**src/rtl/relm_spi_master.sv**
```systemverilog
// relm_spi_master: byte-level SPI master (mode 3, MSB first) for the USB host
// controller link. Commands arrive on a processor push port. Each command is a
// tx byte with an optional hold, or a release-only command. Received bytes are
// returned on a processor pop port, together with overrun and a synchronised
// slave interrupt.
module relm_spi_master #(
    parameter int WD  = 32,
    parameter int DIV = 2
) (
    input  logic          clk,
    input  logic          rst_in,
    input  logic [WD:0]   push_d_in,
    output logic          push_retry_out,
    input  logic [WD:0]   pop_d_in,
    output logic [WD:0]   pop_q_out,
    output logic          spi_ss_out,
    output logic          spi_sck_out,
    output logic          spi_mosi_out,
    input  logic          spi_miso_in,
    input  logic          spi_int_in
);

    // Every phase (LEAD, LOW, HIGH, TRAIL, GAP) lasts DIV cycles.
    localparam logic [7:0] DIV_RELOAD = 8'(DIV - 1);

    typedef enum logic [2:0] {
        IDLE,
        LEAD,
        LOW,
        HIGH,
        TRAIL,
        GAP
    } state_t;

    state_t      state;

    // One pending command slot in front of the shifter.
    logic        pending_valid;
    logic [9:0]  pending_cmd;

    // Active byte.
    logic [7:0]  shift_reg;
    logic        hold_cur;
    logic [2:0]  bit_cnt;
    logic [7:0]  div_cnt;

    // Receive side.
    logic [7:0]  rx_byte;
    logic        rx_valid;
    logic        overrun;

    // Interrupt synchroniser.
    logic        int_meta;
    logic        int_sync;

    logic        push_acc;
    logic        pop_req;
    logic        load_cmd;
    logic        phase_end;
    logic        byte_done;

    // Upper word bits carry nothing for this block.
    logic        unused_bits;

    assign push_acc       = push_d_in[WD] & ~pending_valid;
    assign pop_req        = pop_d_in[WD];
    assign load_cmd       = (state == IDLE) & pending_valid;
    assign phase_end      = (div_cnt == 8'd0);
    assign byte_done      = (state == HIGH) & phase_end & (bit_cnt == 3'd7);
    assign push_retry_out = pending_valid;
    assign unused_bits    = ^{push_d_in[WD-1:10], pop_d_in[WD-1:0]};

    assign pop_q_out = {~rx_valid, {(WD-10){1'b0}}, overrun, int_sync, rx_byte};

    // Pending slot: filled by an accepted push, emptied when IDLE loads it.
    always_ff @(posedge clk or posedge rst_in) begin
        if (rst_in) begin
            pending_valid <= 1'b0;
            pending_cmd   <= 10'd0;
        end else begin
            pending_valid <= push_acc | (pending_valid & ~load_cmd);
            if (push_acc) begin
                pending_cmd <= push_d_in[9:0];
            end
        end
    end

    // Transfer FSM with registered SS/SCK/MOSI.
    always_ff @(posedge clk or posedge rst_in) begin
        if (rst_in) begin
            state        <= IDLE;
            spi_ss_out   <= 1'b1;
            spi_sck_out  <= 1'b1;
            spi_mosi_out <= 1'b0;
            shift_reg    <= 8'd0;
            hold_cur     <= 1'b0;
            bit_cnt      <= 3'd0;
            div_cnt      <= 8'd0;
        end else begin
            case (state)
                IDLE: begin
                    if (pending_valid) begin
                        shift_reg <= pending_cmd[7:0];
                        hold_cur  <= pending_cmd[8];
                        bit_cnt   <= 3'd0;
                        div_cnt   <= DIV_RELOAD;
                        if (pending_cmd[9]) begin
                            // Release-only wins over hold, and always runs TRAIL+GAP.
                            state <= TRAIL;
                        end else if (!spi_ss_out) begin
                            // SS still low from a held byte: no lead-in needed.
                            state        <= LOW;
                            spi_sck_out  <= 1'b0;
                            spi_mosi_out <= pending_cmd[7];
                        end else begin
                            spi_ss_out <= 1'b0;
                            state      <= LEAD;
                        end
                    end
                end
                LEAD: begin
                    if (phase_end) begin
                        state        <= LOW;
                        spi_sck_out  <= 1'b0;
                        spi_mosi_out <= shift_reg[7];
                        div_cnt      <= DIV_RELOAD;
                    end else begin
                        div_cnt <= div_cnt - 8'd1;
                    end
                end
                LOW: begin
                    if (phase_end) begin
                        state       <= HIGH;
                        spi_sck_out <= 1'b1;
                        div_cnt     <= DIV_RELOAD;
                    end else begin
                        div_cnt <= div_cnt - 8'd1;
                    end
                end
                HIGH: begin
                    if (phase_end) begin
                        // MISO is taken on the last HIGH cycle, just before SCK falls.
                        shift_reg <= {shift_reg[6:0], spi_miso_in};
                        bit_cnt   <= bit_cnt + 3'd1;
                        div_cnt   <= DIV_RELOAD;
                        if (bit_cnt == 3'd7) begin
                            state <= hold_cur ? IDLE : TRAIL;
                        end else begin
                            state        <= LOW;
                            spi_sck_out  <= 1'b0;
                            spi_mosi_out <= shift_reg[6];
                        end
                    end else begin
                        div_cnt <= div_cnt - 8'd1;
                    end
                end
                TRAIL: begin
                    if (phase_end) begin
                        spi_ss_out <= 1'b1;
                        state      <= GAP;
                        div_cnt    <= DIV_RELOAD;
                    end else begin
                        div_cnt <= div_cnt - 8'd1;
                    end
                end
                GAP: begin
                    if (phase_end) begin
                        state <= IDLE;
                    end else begin
                        div_cnt <= div_cnt - 8'd1;
                    end
                end
                default: begin
                    state <= IDLE;
                end
            endcase
        end
    end

    // Receive register: a completing byte beats a same-cycle pop.
    always_ff @(posedge clk or posedge rst_in) begin
        if (rst_in) begin
            rx_byte  <= 8'd0;
            rx_valid <= 1'b0;
            overrun  <= 1'b0;
        end else if (byte_done) begin
            rx_byte  <= {shift_reg[6:0], spi_miso_in};
            rx_valid <= 1'b1;
            overrun  <= ~pop_req & (rx_valid | overrun);
        end else if (pop_req) begin
            rx_valid <= 1'b0;
            overrun  <= 1'b0;
        end
    end

    // Two-flop synchroniser for the asynchronous slave interrupt.
    always_ff @(posedge clk or posedge rst_in) begin
        if (rst_in) begin
            int_meta <= 1'b0;
            int_sync <= 1'b0;
        end else begin
            int_meta <= spi_int_in;
            int_sync <= int_meta;
        end
    end

endmodule
```
**config.mk**
```make
export PLATFORM = sky130hd
export DESIGN_NAME = relm_spi_master
export DESIGN_NICKNAME = d
export VERILOG_FILES = /design/src/rtl/relm_spi_master.sv
export SDC_FILE = /design/constraint.sdc
export NUM_CORES = 1
export LEC_CHECK = 0
export ABC_CLOCK_PERIOD_IN_PS = 2200
export CAP_MARGIN = 20
export CORE_AREA = 2 2 84 86
export DETAILED_ROUTE_END_ITERATION = 8
export DIE_AREA = 0 0 86 88
export PLACE_DENSITY = 0.87
export SETUP_SLACK_MARGIN = 0.05
export SLEW_MARGIN = 20
export SYNTH_ARGS = -nofsm -noshare
export SYNTH_HDL_FRONTEND = slang
export SYNTH_SLANG_ARGS = --single-unit
```
**constraint.sdc**
```tcl
create_clock -name clk -period 2.2 [get_ports clk]
set_clock_uncertainty 0.2 [all_clocks]
set_input_delay 0.44 -clock clk [delete_from_list [all_inputs] [get_ports clk]]
set_output_delay 0.44 -clock clk [all_outputs]
set_load 0.02 [all_outputs]
```
# Word-level counts from Yosys, hierarchy flattened

Index checks and enable logic that the tools add are counted.

Flip-flop bits (word level): 49
Output and inout bits: 37

Add/subtract/negate cells: 2
Equal/unequal tests: 16
Mux-type cells: 42
Bitwise gates (word level): 12
Reductions and logical operators: 16

Operator list:

| kind                                             | number |
|---|---|
| 2-to-1 mux 8 bit                                 | 5 |
| 2-to-1 mux 3 bit                                 | 11 |
| one-hot mux 8 bit (3 select lines)               | 1 |
| inequality test 2 bit, second input constant     | 10 |
| 2-to-1 mux 1 bit                                 | 18 |
| one-hot mux 3 bit (6 select lines)               | 1 |
| one-hot mux 8 bit (2 select lines)               | 1 |
| == test 3 bit, second input constant             | 3 |
| zero test 8 bit                                  | 1 |
| AND reduction 8 bit                              | 1 |
| subtractor 8 x 1 -> 8 bit, second input constant | 1 |
| AND reduction 7 bit                              | 1 |
| AND 1 bit                                        | 6 |
| == test 3 x 2 -> 1 bit, second input constant    | 2 |
| one-hot mux 3 bit (2 select lines)               | 1 |
| AND reduction 3 bit                              | 2 |
| AND reduction 6 bit                              | 1 |
| nonzero test 2 bit                               | 3 |
| nonzero test 3 bit                               | 2 |
| inverter 1 bit                                   | 4 |
| one-hot mux 1 bit (4 select lines)               | 1 |
| AND reduction 4 bit                              | 1 |
| nonzero test 4 bit                               | 1 |
| OR reduction 4 bit                               | 1 |
| 8 further kinds                                  | 9 |

# Depth between registers and ports, before layout

Depth in word-level cells: 5
Mapped depth: 7

# Least setup slack after synthesis

OpenSTA, ideal clock, no wires.

Path type: flip-flop to flip-flop
From: register div_cnt[0]
To: register div_cnt[6]
Setup time: 0.079 ns
Arrival time: 1.834 ns
Required time: 1.921 ns
Path slack: 0.087 ns
Cell stages (with the launch flop): 8
Buffers on the path: 1
Path through: dfrtp_1 -> inv_1 -> ha_1 -> or3b_1 -> buf_2 -> or3_1 -> or3_1 -> a21oi_1

Longest elaborated chain between the ends: 3
Elaborated cells on any way between the ends: 7
Those cells by class: add/sub (1); eq/ne (1); mux (3); reduce/logical (2)

RTL lines:

| item                                                                      | line | text |
|---|---|---|
| start: declaration                                                        | 45   | `logic [7:0] div_cnt;` |
| start signal: assignment                                                  | 128  | `div_cnt <= div_cnt - 8'd1;` |
| start signal: assignment                                                  | 137  | `div_cnt <= div_cnt - 8'd1;` |
| start signal: assignment                                                  | 154  | `div_cnt <= div_cnt - 8'd1;` |
| subtractor 8 x 1 -> 8 bit or zero test 8 bit (tied branches)              | -    |  |
| 2-to-1 mux 8 bit (tied with other cells)                                  | 167  | `if (phase_end) begin` |
| one-hot mux 8 bit (3 select lines) or AND reduction 3 bit (tied branches) | -    |  |

Several ways; a longest one is shown, not always the timed one. The select of a mux whose other input is x is not followed.
A chain may end at the register's enable or synchronous reset.

# Worst setup path in the final report

From: register div_cnt[1]
To: register rx_byte[0]

Longest elaborated chain between the ends: 3

RTL lines:

| item                   | line | text |
|---|---|---|
| zero test 8 bit        | 68   | `assign phase_end = (div_cnt == 8'd0);` |
| AND 1 bit (2 in a row) | 69   | `assign byte_done = (state == HIGH) & phase_end & (bit_cnt == 3'd7);` |
| end signal: assignment | 187  | `rx_byte <= {shift_reg[6:0], spi_miso_in};` |
| end: declaration       | 48   | `logic [7:0] rx_byte;` |

No other way between the ends.

==> results by group <==
Clock network
  – Cts-stage hold buffer count: 0
  – TritonCTS clock tree: yes
  – CTS buffer count: 5
  – Worst-path clk slew: 0.08 ns
  – CTS H-Tree Depth: 2
  – Root Buffer: clkbuf_8
  – Worst-skew pair later-pin latency: 0.30 ns
  – Clock buffer depth: 2
  – CTS Sinks: 49

Floorplanning
  – Ports: 107
  – Starting density of the core: 38.00%
  – Num rows: 30
  – Die height: 88 um
  – Core box area: 6644 um^2
  – Die area: 7568 um^2
  – Die W: 86 um

Detailed routing
  – DR WL met2: 2714 um
  – WL met3: 248 um
  – Antenna viol nets, final: 0
  – Wirelength per Cell: 14.42 um
  – Vias per cell: 5.190
  – DR top layer: met4
  – Initial DRT Pass Iterations: 4
  – Starting DRT DRC Count: 80
  – Residual DRC: 0
  – DRT met1 WL: 2019 um
  – Total wire length: 5089 um
  – Via count: 1832

GRT
  – Number of global-route vias before repair: 1776
  – First-pass GRT wire length: 8231 um
  – Gr ovfl total: 0
  – Largest net degree at the start of global routing: 35
  – Initial antenna violation count: 0
  – Tot GR Track Use: 14.07%

STA
  – F_max: 478.1 MHz
  – Hold Fails Final Rpt: 0
  – Max Slew Vio Count: 0
  – Worst Slack Setup Final: 0.1083 ns
  – Worst hold margin: 0.1838 ns
  – Final worst path period need: 2.092 ns
  – Final Setup Violations: 0
  – Tcrit/Tclk final: 95.08%
  – Unrepaired setup endpoints after global routing: yes

Setup path
  – Slowest Stage Delay on Critical Path: 0.40 ns
  – R2r startpoint: div_cnt[1]$_DFFE_PP0P_
  – Crit-path cells: inv_2, ha_4, or3b_4, buf_6, nor2_8, nand3_2, mux2_2
  – Slack of the worst reg-to-reg path: 0.11 ns
  – Worst setup EP type: flip-flop
  – Slowest-stage cell, CP: dfrtp_1
  – CP Data Required Time: 2.19 ns
  – Critical Path AT: 2.08 ns
  – Worst R2R End: rx_byte[0]$_DFFE_PP0P_
  – Crit Path Max Fanout: 5
  – Reg2reg path depth: 7
  – Crit path kind: flip-flop to flip-flop
  – Type of origin of the critical path: flip-flop

Finish
  – Most flops, register: pending_cmd
  – Most frequent cells in the layout: 47 x dfrtp_1, 40 x mux2_2, 28 x clkdlybuf4s50_1, 22 x conb_1, 21 x buf_4
  – Max reg flops: 10
  – Non-filler cells, final: 353
  – Fin nets: 345
  – Antenna diodes: 0
  – Share of cells above drive strength 1: 33.33%
  – Area delta synth->final: 24.38%
  – Commonest non-fill, non-tap cell in the layout: dfrtp_1
  – Final core utilization: 47.27%

Hold path
  – Hold Startpoint: int_meta$_DFF_PP0_
  – Worst Hold Depth: 0
  – WHS Endpoint: int_sync$_DFF_PP0_
  – Worst Hold Class: flip-flop to flip-flop

Logic synthesis
  – EDFF count, synth: 0
  – Register area share after synthesis: 48.66%
  – Synth unique cells: 45
  – Leading area contributor after synthesis: dfrtp_1
  – Syn avg cell area: 11.37 um^2
  – Post-Synthesis Cells: 222
  – Syn. warnings: 0
  – Seq cells post-synth: 49
  – Synth top area share: 46.58%
  – Area contributors post-synth: dfrtp_1 47%, mux2_2 18%, buf_4 7.4%
  – Synth async-reset ratio: 100.0%
  – Mapped cell area: 2525 um^2
  – Post-synth top flop: dfrtp_1

Run
  – Max Cap Viol: 0

Power
  – Leak: 0.001387 uW
  – Tot Pwr: 3775 uW
  – Pwr dens: 1202 nW/um^2
  – Peak VDD IR: 0.0006670 V

Placement
  – Post-DP HPWL: 3568 um
  – Pre-CTS setup slack: -0.03850 ns
  – Gpl congestion: 0.9009
  – Placed insts: 338
  – I/O Buffers: 30

Outcome
  – Outcome: finished, final reports clean
[how the worst max path moves through the flow]
| stage | slack [ns] | start | to | depth (start not counted) |
|---|---|---|---|---|
| final | 0.11 | div_cnt[1]$_DFFE_PP0P_ | rx_byte[0]$_DFFE_PP0P_ | 7 |
| after CTS | 0.05 | div_cnt[0]$_DFFE_PP0P_ | state[0]$_DFFE_PP0P_ | 8 |
| after global routing | 0.002 | div_cnt[0]$_DFFE_PP0P_ | state[0]$_DFFE_PP0P_ | 7 |
| after detailed placement | -0.04 | div_cnt[4]$_DFFE_PP0P_ | div_cnt[5]$_DFFE_PP0P_ | 5 |
| after floorplan | 0.09 | div_cnt[0]$_DFFE_PP0P_ | div_cnt[6]$_DFFE_PP0P_ | 7 |
| after global placement | 0.06 | div_cnt[1]$_DFFE_PP0P_ | rx_byte[7]$_DFFE_PP0P_ | 7 |
[layer usage]
layer / global-route usage (%) / up-vias
met2: 24.38 / 64
met5: 0 / -
met4: 6.782 / 0
met3: 3.770 / 11
met1: 16.17 / 905
li1: - / 852
[synthesized netlist by cell type (all sizes together), types with 2 or more instances]
| library cell | instances |
|---|---|
| nor3b | 2 |
| dfrtp | 47 |
| o211ai | 2 |
| nand4 | 2 |
| nand2 | 8 |
| or4 | 4 |
| nor2b | 5 |
| ha | 3 |
| dfstp | 2 |
| nand3 | 4 |
| a21oi | 11 |
| o21ai | 11 |
| mux2i | 2 |
| inv | 6 |
| or3 | 5 |
| clkbuf | 3 |
| mux2 | 40 |
| and3 | 2 |
| nor3 | 3 |
| nor2 | 9 |
| buf | 30 |
| a31oi | 3 |
[per-stage QoR]
step	area [um^2]	TNS, ns
3_5_place_dp	2929	-0.03891
6_report	3141	0
3_3_place_gp	2929	0
5_1_grt	3141	0
2_1_floorplan	2604	0
4_1_cts	3058	0
[report_power, final]
part | leakage, uW | switching (uW) | total (uW) | internal, uW
registers | 0.000605 | 292 | 1520 | 1230
logic | 0.000731 | 778 | 1710 | 933
clock network | 0.0000512 | 287 | 542 | 255
[worst max-delay path, delay by kind of cell (launching register included)]
kind	cells	cell delay (ns)
buffers and inverters	2	0.21
adders and majority gates	1	0.14
muxes	1	0.31
DFF	1	0.40
and+or+nand+nor	3	0.73
[logic make-up after synthesis]
family                     share of synthesized area [%]
and+or+nand+nor                                    12.09
muxes                                              18.63
AOI/OAI and AO/OA                                  9.267
other                                             0.1485
adders and majority gates                          1.487
DFF                                                48.66
buffers and inverters                              9.712
[layout make-up]
type / instances / area, um^2
clock buffers: 6 / 82.58
clock inverters: 2 / 13.76
fillers: 580 / 3503
inverters: 6 / 22.52
multi-input cells: 156 / 1191
flip-flops and latches: 49 / 1229
well taps: 80 / 100.1
repair buffers: 54 / 501.7
[repair_timing]
action | CTS | global route
pin swaps | 1 | 3
buffers inserted | 2 | 4
gates cloned | 0 | 1
resized for setup | 6 | 11
setup endpoints to repair | 26 | 24
(Power assumes the default switching activity.)
